--- src/rtl/instr_encoder.sv ---
// Encodes field-level instruction descriptors into 32-bit MIPS words and
// writes them sequentially into instruction memory over an ack-based port.
module instr_encoder #(
  parameter int ADDR_W    = 10,
  parameter int MAX_WORDS = 256
) (
  input  logic              clk,
  input  logic              nrst,
  input  logic              start,
  input  logic [ADDR_W-1:0] base_addr,
  input  logic              finish,
  input  logic              in_valid,
  output logic              in_ready,
  input  logic [4:0]        in_kind,
  input  logic [4:0]        in_rs,
  input  logic [4:0]        in_rt,
  input  logic [4:0]        in_rd,
  input  logic [4:0]        in_shamt,
  input  logic [5:0]        in_funct,
  input  logic [15:0]       in_imm,
  input  logic [25:0]       in_target,
  output logic              mem_write,
  output logic [ADDR_W-1:0] mem_addr,
  output logic [31:0]       mem_data,
  input  logic              mem_ack,
  output logic [8:0]        word_count,
  output logic              busy,
  output logic              done,
  output logic              err_kind,
  output logic              err_full
);

  typedef enum logic [1:0] {IDLE, RUN, WRITE, DONE} state_t;

  localparam logic [8:0]        MAXW = 9'(MAX_WORDS);
  localparam logic [ADDR_W-1:0] STEP = ADDR_W'(4);

  state_t            state_q, state_d;
  logic [ADDR_W-1:0] addr_q, addr_d;
  logic [31:0]       data_q, data_d;
  logic [8:0]        cnt_q, cnt_d;
  logic              fin_q, fin_d;
  logic              ek_q, ek_d;
  logic              ef_q, ef_d;

  logic [5:0]  op;
  logic        enc_ok;
  logic [31:0] enc_word;
  logic        full, hs;

  always_comb begin
    op     = 6'h00;
    enc_ok = 1'b1;
    case (in_kind)
      5'd0:    op = 6'h00;
      5'd1:    op = 6'h08;
      5'd2:    op = 6'h09;
      5'd3:    op = 6'h0C;
      5'd4:    op = 6'h0D;
      5'd5:    op = 6'h0A;
      5'd6:    op = 6'h0B;
      5'd7:    op = 6'h23;
      5'd8:    op = 6'h25;
      5'd9:    op = 6'h24;
      5'd10:   op = 6'h2B;
      5'd11:   op = 6'h29;
      5'd12:   op = 6'h28;
      5'd13:   op = 6'h04;
      5'd14:   op = 6'h05;
      5'd15:   op = 6'h02;
      5'd16:   op = 6'h03;
      default: enc_ok = 1'b0;
    endcase
    if (in_kind == 5'd0)
      enc_word = {6'b000000, in_rs, in_rt, in_rd, in_shamt, in_funct};
    else if (in_kind >= 5'd15)
      enc_word = {op, in_target};
    else
      enc_word = {op, in_rs, in_rt, in_imm};
  end

  assign full = (cnt_q >= MAXW);
  assign hs   = in_valid & in_ready;

  always_comb begin
    state_d = state_q;
    addr_d  = addr_q;
    data_d  = data_q;
    cnt_d   = cnt_q;
    fin_d   = fin_q;
    ek_d    = ek_q;
    ef_d    = ef_q;
    case (state_q)
      IDLE, DONE: begin
        if (start) begin
          addr_d  = {base_addr[ADDR_W-1:2], 2'b00};
          cnt_d   = '0;
          ek_d    = 1'b0;
          ef_d    = 1'b0;
          fin_d   = 1'b0;
          state_d = RUN;
        end
      end
      RUN: begin
        if (hs && enc_ok) begin
          data_d  = enc_word;
          fin_d   = finish;
          state_d = WRITE;
        end else begin
          // A rejected kind consumes the descriptor but produces no write.
          if (hs) ek_d = 1'b1;
          if (in_valid && full) ef_d = 1'b1;
          if (finish) state_d = DONE;
        end
      end
      WRITE: begin
        if (finish) fin_d = 1'b1;
        if (mem_ack) begin
          addr_d  = addr_q + STEP;
          cnt_d   = cnt_q + 9'd1;
          fin_d   = 1'b0;
          state_d = (fin_q || finish) ? DONE : RUN;
        end
      end
      default: state_d = IDLE;
    endcase
  end

  always_ff @(posedge clk or negedge nrst) begin
    if (!nrst) begin
      state_q <= IDLE;
      addr_q  <= '0;
      data_q  <= '0;
      cnt_q   <= '0;
      fin_q   <= 1'b0;
      ek_q    <= 1'b0;
      ef_q    <= 1'b0;
    end else begin
      state_q <= state_d;
      addr_q  <= addr_d;
      data_q  <= data_d;
      cnt_q   <= cnt_d;
      fin_q   <= fin_d;
      ek_q    <= ek_d;
      ef_q    <= ef_d;
    end
  end

  assign in_ready   = (state_q == RUN) && !full;
  assign mem_write  = (state_q == WRITE);
  assign mem_addr   = addr_q;
  assign mem_data   = data_q;
  assign word_count = cnt_q;
  assign busy       = (state_q == RUN) || (state_q == WRITE);
  assign done       = (state_q == DONE);
  assign err_kind   = ek_q;
  assign err_full   = ef_q;

endmodule

--- config.mk ---
export PLATFORM = sky130hd
export DESIGN_NAME = instr_encoder
export DESIGN_NICKNAME = d
export VERILOG_FILES = /design/src/rtl/instr_encoder.sv
export SDC_FILE = /design/constraint.sdc
export NUM_CORES = 1
export LEC_CHECK = 0
export BUFFER_PORTS_ARGS = -buffer_cell sky130_fd_sc_hd__buf_4
export CAP_MARGIN = 15
export CORE_MARGIN = 5
export CORE_UTILIZATION = 48
export CTS_BUF_LIST = sky130_fd_sc_hd__clkbuf_2 sky130_fd_sc_hd__clkbuf_4 sky130_fd_sc_hd__clkbuf_8
export CTS_CLUSTER_DIAMETER = 150
export DETAILED_ROUTE_END_ITERATION = 10
export PLACE_DENSITY = 0.94
export SYNTH_ARGS = -nofsm -noshare
export SYNTH_HDL_FRONTEND = slang
export SYNTH_SLANG_ARGS = --single-unit
--- constraint.sdc ---
create_clock -name clk -period 2.4 [get_ports clk]
set_input_delay 0.24 -clock clk [delete_from_list [all_inputs] [get_ports clk]]
set_output_delay 0.24 -clock clk [all_outputs]
set_load 0.01 [all_outputs]
---- After elaboration in Yosys (flattened, before gate mapping) ----
Index checks and enable logic that the tools add are counted.
W data, S select, Z words.
storage, ports and cells
  logic and storage cells ................. 84
  bits in read-only memories .............. 0
  memories kept ........................... 0
  RAM bits ................................ 0
  latch bits .............................. 0
  flip-flop bits (word level) ............. 56
  output and inout bits ................... 57
operators by class
  add/sub/neg operators ................... 2
  divide/modulo/power cells ............... 0
  bitwise gates (word level) .............. 1
  muxes and demuxes ....................... 27
  multipliers ............................. 0
  reductions and logical operators ........ 18
  equal/unequal tests ..................... 27
  shift operators ......................... 0
  $lt $le $gt $ge ......................... 2
operator list
  kind                     count
  $pmux W6 S16             1
  $eq A5 B4 Y1 const B     8
  $mux W32                 1
  $mux W26                 1
  $eq A5 B3 Y1 const B     4
  $mux W10                 2
  $pmux W10 S2             1
  $mux W9                  2
  $pmux W9 S2              1
  $reduce_or A17 Y1        1
  $add A10 B3 Y10 const B  1
  $eq A5 B2 Y1 const B     2
  $mux W2                  5
  $ne A2 B2 Y1 const B     5
  $add A9 B1 Y9 const B    1
  $ge A9 B9 Y1 const B     1
  $mux W1                  9
  $reduce_and A3 Y1        3
  $reduce_and A4 Y1        2
  $pmux W2 S3              1
  $eq A5 B1 Y1 const B     1
  $eq A5 B5 Y1 const B     1
  $ge A5 B4 Y1 const B     1
  $logic_not A5 Y1         1
  15 further kinds         21

---- Depth between registers and ports, before layout ----
  word-level depth ........................ 7
  gate-level depth with buffers ........... 10
  gate-level depth less buffers ........... 6

---- Worst setup path before layout ----
Ideal clock, no wire load.
  kind .................................... register -> register
  from .................................... register state_q[0]
  to ...................................... register cnt_q[2], in the netlist word_count[2]
  cell stages (with the launch flop) ...... 10
  path buffers ............................ 4
  setup slack ............................. 0.332 ns
  required time ........................... 2.279 ns
  clock period less this slack ............ 2.068 ns
  data arrival time ....................... 1.947 ns
  setup time .............................. 0.121 ns
  cells stage by stage .................... dfrtp_1 -> inv_1 -> ha_1 -> buf_2 -> nor2b_1 -> buf_6 -> or3_1 -> buf_2 -> buf_6 -> a22o_1
on the way
  longest elaborated chain between the ends .. 4
  elaborated cells between the ends (all ways) .. 9
  those cells by class .................... eq/ne: 4; mux: 1; reduce/logical: 4
ends and longest elaborated chain
  what                                                                 line  text
  start: declaration                                                   38    state_t state_q, state_d;
  start signal: assignment                                             139   state_q <= state_d;
  $eq A2 B2 Y1 / $logic_not A2 Y1 (equally long branches)              93    case (state_q)
  $reduce_or A2 Y1                                                     93
  $ne A2 B2 Y1 (no line) / $reduce_bool A2 Y1 (equally long branches)  -
  $reduce_and A3 Y1 (no line)                                          -
  end signal: assignment                                               142   cnt_q <= cnt_d;
  end: declaration                                                     41    logic [8:0] cnt_q, cnt_d;
Parallel ways exist; a longest one is shown, timed or not.
A chain may end at the register's enable or synchronous reset.

---- Worst setup path after layout ----
  from .................................... register state_q[0]
  to ...................................... register addr_q[6], in the netlist mem_addr[6]
on the way
  longest elaborated chain between the ends .. 4
  elaborated cells between the ends (all ways) .. 9
  those cells by class .................... eq/ne: 4; mux: 1; reduce/logical: 4
ends and longest elaborated chain
  what                                                                 line  text
  $eq A2 B2 Y1 / $logic_not A2 Y1 (equally long branches)              93
  $reduce_or A2 Y1                                                     93
  $ne A2 B2 Y1 (no line) / $reduce_bool A2 Y1 (equally long branches)  -
  $reduce_and A3 Y1 (no line)                                          -
  end signal: assignment                                               140   addr_q <= addr_d;
  end: declaration                                                     39    logic [ADDR_W-1:0] addr_q, addr_d;
Parallel ways exist; a longest one is shown, timed or not.

==> impl_metrics.xml <==
<?xml version="1.0" encoding="UTF-8"?>
<metrics>
  <group name="cts">
    <metric name="post_cts_buffers" unit="">0</metric>
    <metric name="post_cts_hold_buffer_count" unit="">1</metric>
    <metric name="reg_clk_slew_reported_paths" unit="ps">100</metric>
    <metric name="tritoncts.num_buffers" unit="">5</metric>
    <metric name="worst_skew_pair.late_latency" unit="ps">310</metric>
    <metric name="cts_tree" unit="">done</metric>
    <metric name="cts_max_path_buffers" unit="">2</metric>
    <metric name="clk_sink_count" unit="">53</metric>
    <metric name="root_buffer" unit="">sky130_fd_sc_hd__clkbuf_8</metric>
    <metric name="post_cts_resize_count" unit="">0</metric>
    <metric name="htree_levels" unit="">2</metric>
  </group>
  <group name="routing">
    <metric name="iteration_0_drc_markers" unit="">151</metric>
    <metric name="postRouteWirelength" unit="microns">8534</metric>
    <metric name="viasPerCell" unit="">5.538</metric>
    <metric name="detail_route.drc_violations" unit="">0</metric>
    <metric name="first_pass_iters" unit="">5</metric>
    <metric name="post_drt_wl_per_cell" unit="microns">15.72</metric>
    <metric name="detailroute.via_count" unit="">3007</metric>
    <metric name="antenna_violating_nets_left" unit="">0</metric>
  </group>
  <group name="worst_setup_path">
    <metric name="cp.buffers_inverters" unit="">1</metric>
    <metric name="worst_setup_path_start_kind" unit="">flop</metric>
    <metric name="worst_setup_path_end_kind" unit="">flop</metric>
    <metric name="crit_fanout" unit="">18</metric>
    <metric name="required" unit="ps">2590</metric>
    <metric name="cell_at_the_slowest_stage_of_the_critical_path" unit="">sky130_fd_sc_hd__or3_1</metric>
    <metric name="arrival" unit="ps">2350</metric>
    <metric name="path_delay_family" unit="">simple AND/OR/NAND/NOR gates</metric>
    <metric name="crit_type" unit="">flop to flop</metric>
    <metric name="critical-path-max-stage-delay" unit="ps">610</metric>
    <metric name="crit_path_cell_trace" unit="">inv_1 -&gt; ha_1 -&gt; nor2b_1 -&gt; or3_1 -&gt; o21ai_0 -&gt; o211ai_1</metric>
  </group>
  <group name="yosys">
    <metric name="synthDistinctLibCells" unit="">50</metric>
    <metric name="synth_top_flop_cell" unit="">sky130_fd_sc_hd__dfrtp_1</metric>
    <metric name="portion_of_the_post_synthesis_area_used_by_sequential_elements" unit="%">43.71</metric>
    <metric name="avgSynthCellArea" unit="sq um">9.030</metric>
    <metric name="synth_edf_count" unit="">0</metric>
    <metric name="netlist_instances" unit="">336</metric>
    <metric name="syn_area" unit="sq um">3034</metric>
    <metric name="synth-async-reset-ratio" unit="%">100.0</metric>
    <metric name="postSynthRegisterBits" unit="">53</metric>
    <metric name="synth.yosys.warnings" unit="">0</metric>
  </group>
  <group name="sta">
    <metric name="finalCriticalPeriod" unit="ps">2167</metric>
    <metric name="final_max_slew_viol_count" unit="">0</metric>
    <metric name="grt_setup_unrepaired" unit="">no</metric>
    <metric name="finalCritPeriodShare" unit="%">90.27</metric>
    <metric name="timing_worst_slew_pin_value" unit="ps">963.0</metric>
    <metric name="setup-violations-final" unit="">0</metric>
    <metric name="timing.fmax" unit="GHz">0.4616</metric>
    <metric name="max_slew_headroom" unit="%">35.80</metric>
    <metric name="report.final.hold_viol_count" unit="">0</metric>
    <metric name="fin_setup_tns" unit="ps">0</metric>
    <metric name="fin_skew" unit="ps">2.331</metric>
  </group>
  <group name="grt">
    <metric name="grt_max_degree" unit="">59</metric>
    <metric name="grt_overflow" unit="">0</metric>
    <metric name="grt_antenna_before_repair" unit="">0</metric>
    <metric name="total_global_routing_track_utilization" unit="%">20.58</metric>
    <metric name="grt_pass1_wl" unit="microns">13050</metric>
    <metric name="first_global_vias" unit="">2846</metric>
  </group>
  <group name="die">
    <metric name="core_region_area" unit="sq um">6241</metric>
    <metric name="dieHeight" unit="microns">89.51</metric>
    <metric name="pin_count" unit="">146</metric>
    <metric name="rows" unit="">29</metric>
    <metric name="die_width" unit="microns">89.51</metric>
    <metric name="floorplan.die_area" unit="sq um">8011</metric>
    <metric name="initial_core_util" unit="%">48.62</metric>
  </group>
  <group name="cells_and_area">
    <metric name="layout.area.seq" unit="sq um">1326</metric>
    <metric name="drive_gt1_share" unit="%">34.12</metric>
    <metric name="antennaDiodeCount" unit="">0</metric>
    <metric name="nFillCells" unit="">533</metric>
    <metric name="syn_to_final_growth" unit="%">36.08</metric>
    <metric name="multi_input_area" unit="sq um">1484</metric>
    <metric name="final_cells" unit="">543</metric>
    <metric name="fin_nets" unit="">559</metric>
  </group>
  <group name="place">
    <metric name="placed_cells" unit="">534</metric>
    <metric name="port_buffers" unit="">140</metric>
    <metric name="gpl_congestion" unit="">0.8818</metric>
    <metric name="hpwl" unit="microns">6679</metric>
  </group>
  <group name="min_path">
    <metric name="holdCritPathClass" unit="">input port to flop</metric>
  </group>
  <group name="outcome">
    <metric name="outcome" unit="">complete, no violations</metric>
  </group>
  <group name="power">
    <metric name="cellPowerDensity" unit="nW/um^2">992.8</metric>
    <metric name="vdd_drop_max" unit="mV">0.6639</metric>
    <metric name="total_leakage_power" unit="nW">2.024</metric>
  </group>
  <group name="job">
    <metric name="max_cap_viol_count" unit="">0</metric>
  </group>
</metrics>
-- sequential cells by signal, summed over array words and instances, names as in the netlist --
signal	flops
err_kind	1
state_q	2
fin_q	1
mem_addr	8
word_count	9
mem_data	31
err_full	1
-- logic make-up after synthesis --
| kind of cell | share of synthesized area (%) |
|---|---|
| XOR/XNOR | 0.5774 |
| multiplexers | 4.990 |
| other | 0.1236 |
| buffers and inverters | 7.629 |
| AND/OR/NAND/NOR | 18.60 |
| flip-flops | 43.71 |
| AO/OA/AOI/OAI | 21.98 |
| adder cells (fa/ha/maj) | 2.392 |
-- layout by cell type (no fill, tap or decap), drive strengths merged, types with 6 or more instances in the layout --
cell and instances:
a21oi 9, a22o 6, buf 144, dfrtp 53, inv 12, mux2i 14, nand2 50, nand3 7
nor2 33, nor2b 6, nor3 7, o211ai 7, o21ai 24, o22ai 18, o31ai 18
-- final cells by class --
type | count | share of cell area (%)
repair buffers | 145 | 26.42
well taps | 77 | 2.333
flip-flops and latches | 53 | 32.12
clock buffers | 5 | 1.667
multi-input cells | 249 | 35.94
clock inverters | 3 | 0.5152
inverters | 11 | 1.000
-- path summary, 6_finish.rpt --
kind                       slack, ps        start      endpoint  cells past startpoint
min                              140   in_kind[4]  mem_data[29]                      2
max in group asynchronous       1460         nrst   mem_addr[6]                      2
min in group asynchronous        490         nrst  mem_data[18]                      2
max                              230   state_q[0]   mem_addr[6]                      6
min reg2reg                      490  mem_data[8]   mem_data[8]                      2
max reg2reg                      230   state_q[0]   mem_addr[6]                      6
-- layer usage --
metal  up-vias  GRT usage [%]  part of all wire (%)
met5         -              0                     0
met4         0          6.631                   2.1
met3        16          3.871                   5.7
met1      1426          25.46                    39
li1       1464              -                     -
met2       101          36.10                    53
-- cell usage after synthesis (all sizes together) (3+ instances only) --
cell type,number,area [sq um]
nand3,7,35.03
and3,3,18.77
nor2b,6,37.54
a22o,6,52.55
o211ai,7,52.55
o21ai,24,120.1
clkbuf,4,15.01
nand2b,5,31.28
or2,4,25.03
ha,5,62.56
nand2,50,187.7
a21oi,9,45.04
nor2,33,123.9
dfrtp,53,1326
buf,21,175.2
inv,11,41.29
o31ai,18,140.1
nor3,7,35.03
o22ai,18,112.6
mux2i,14,140.1
-- where the power goes --
| group | switching (mW) | leakage (nW) | internal (mW) |
|---|---|---|---|
| clock | 0.301 | 0.0445 | 0.208 |
| sequential | 0.249 | 0.669 | 1.24 |
| combinational | 1.11 | 1.31 | 0.984 |
-- per-stage QoR --
stage / util (%) / power [mW] / setup WS (ps) / hold slack [ps] / instance area (sq um)
2_1_floorplan: - / 2.719 / 332.4 / -55.59 / 3042
3_3_place_gp: 64.55 / 3.511 / 309.5 / 317.7 / 4029
3_5_place_dp: 64.55 / 3.624 / 242.8 / 316.4 / 4029
4_1_cts: 66.16 / 4.138 / 231.3 / 139.4 / 4129
5_1_grt: 66.16 / 4.433 / 63.52 / 143.7 / 4129
6_report: 66.16 / 4.099 / 233.5 / 144.6 / 4129
Note: power is estimated with default switching activity, not from simulation.
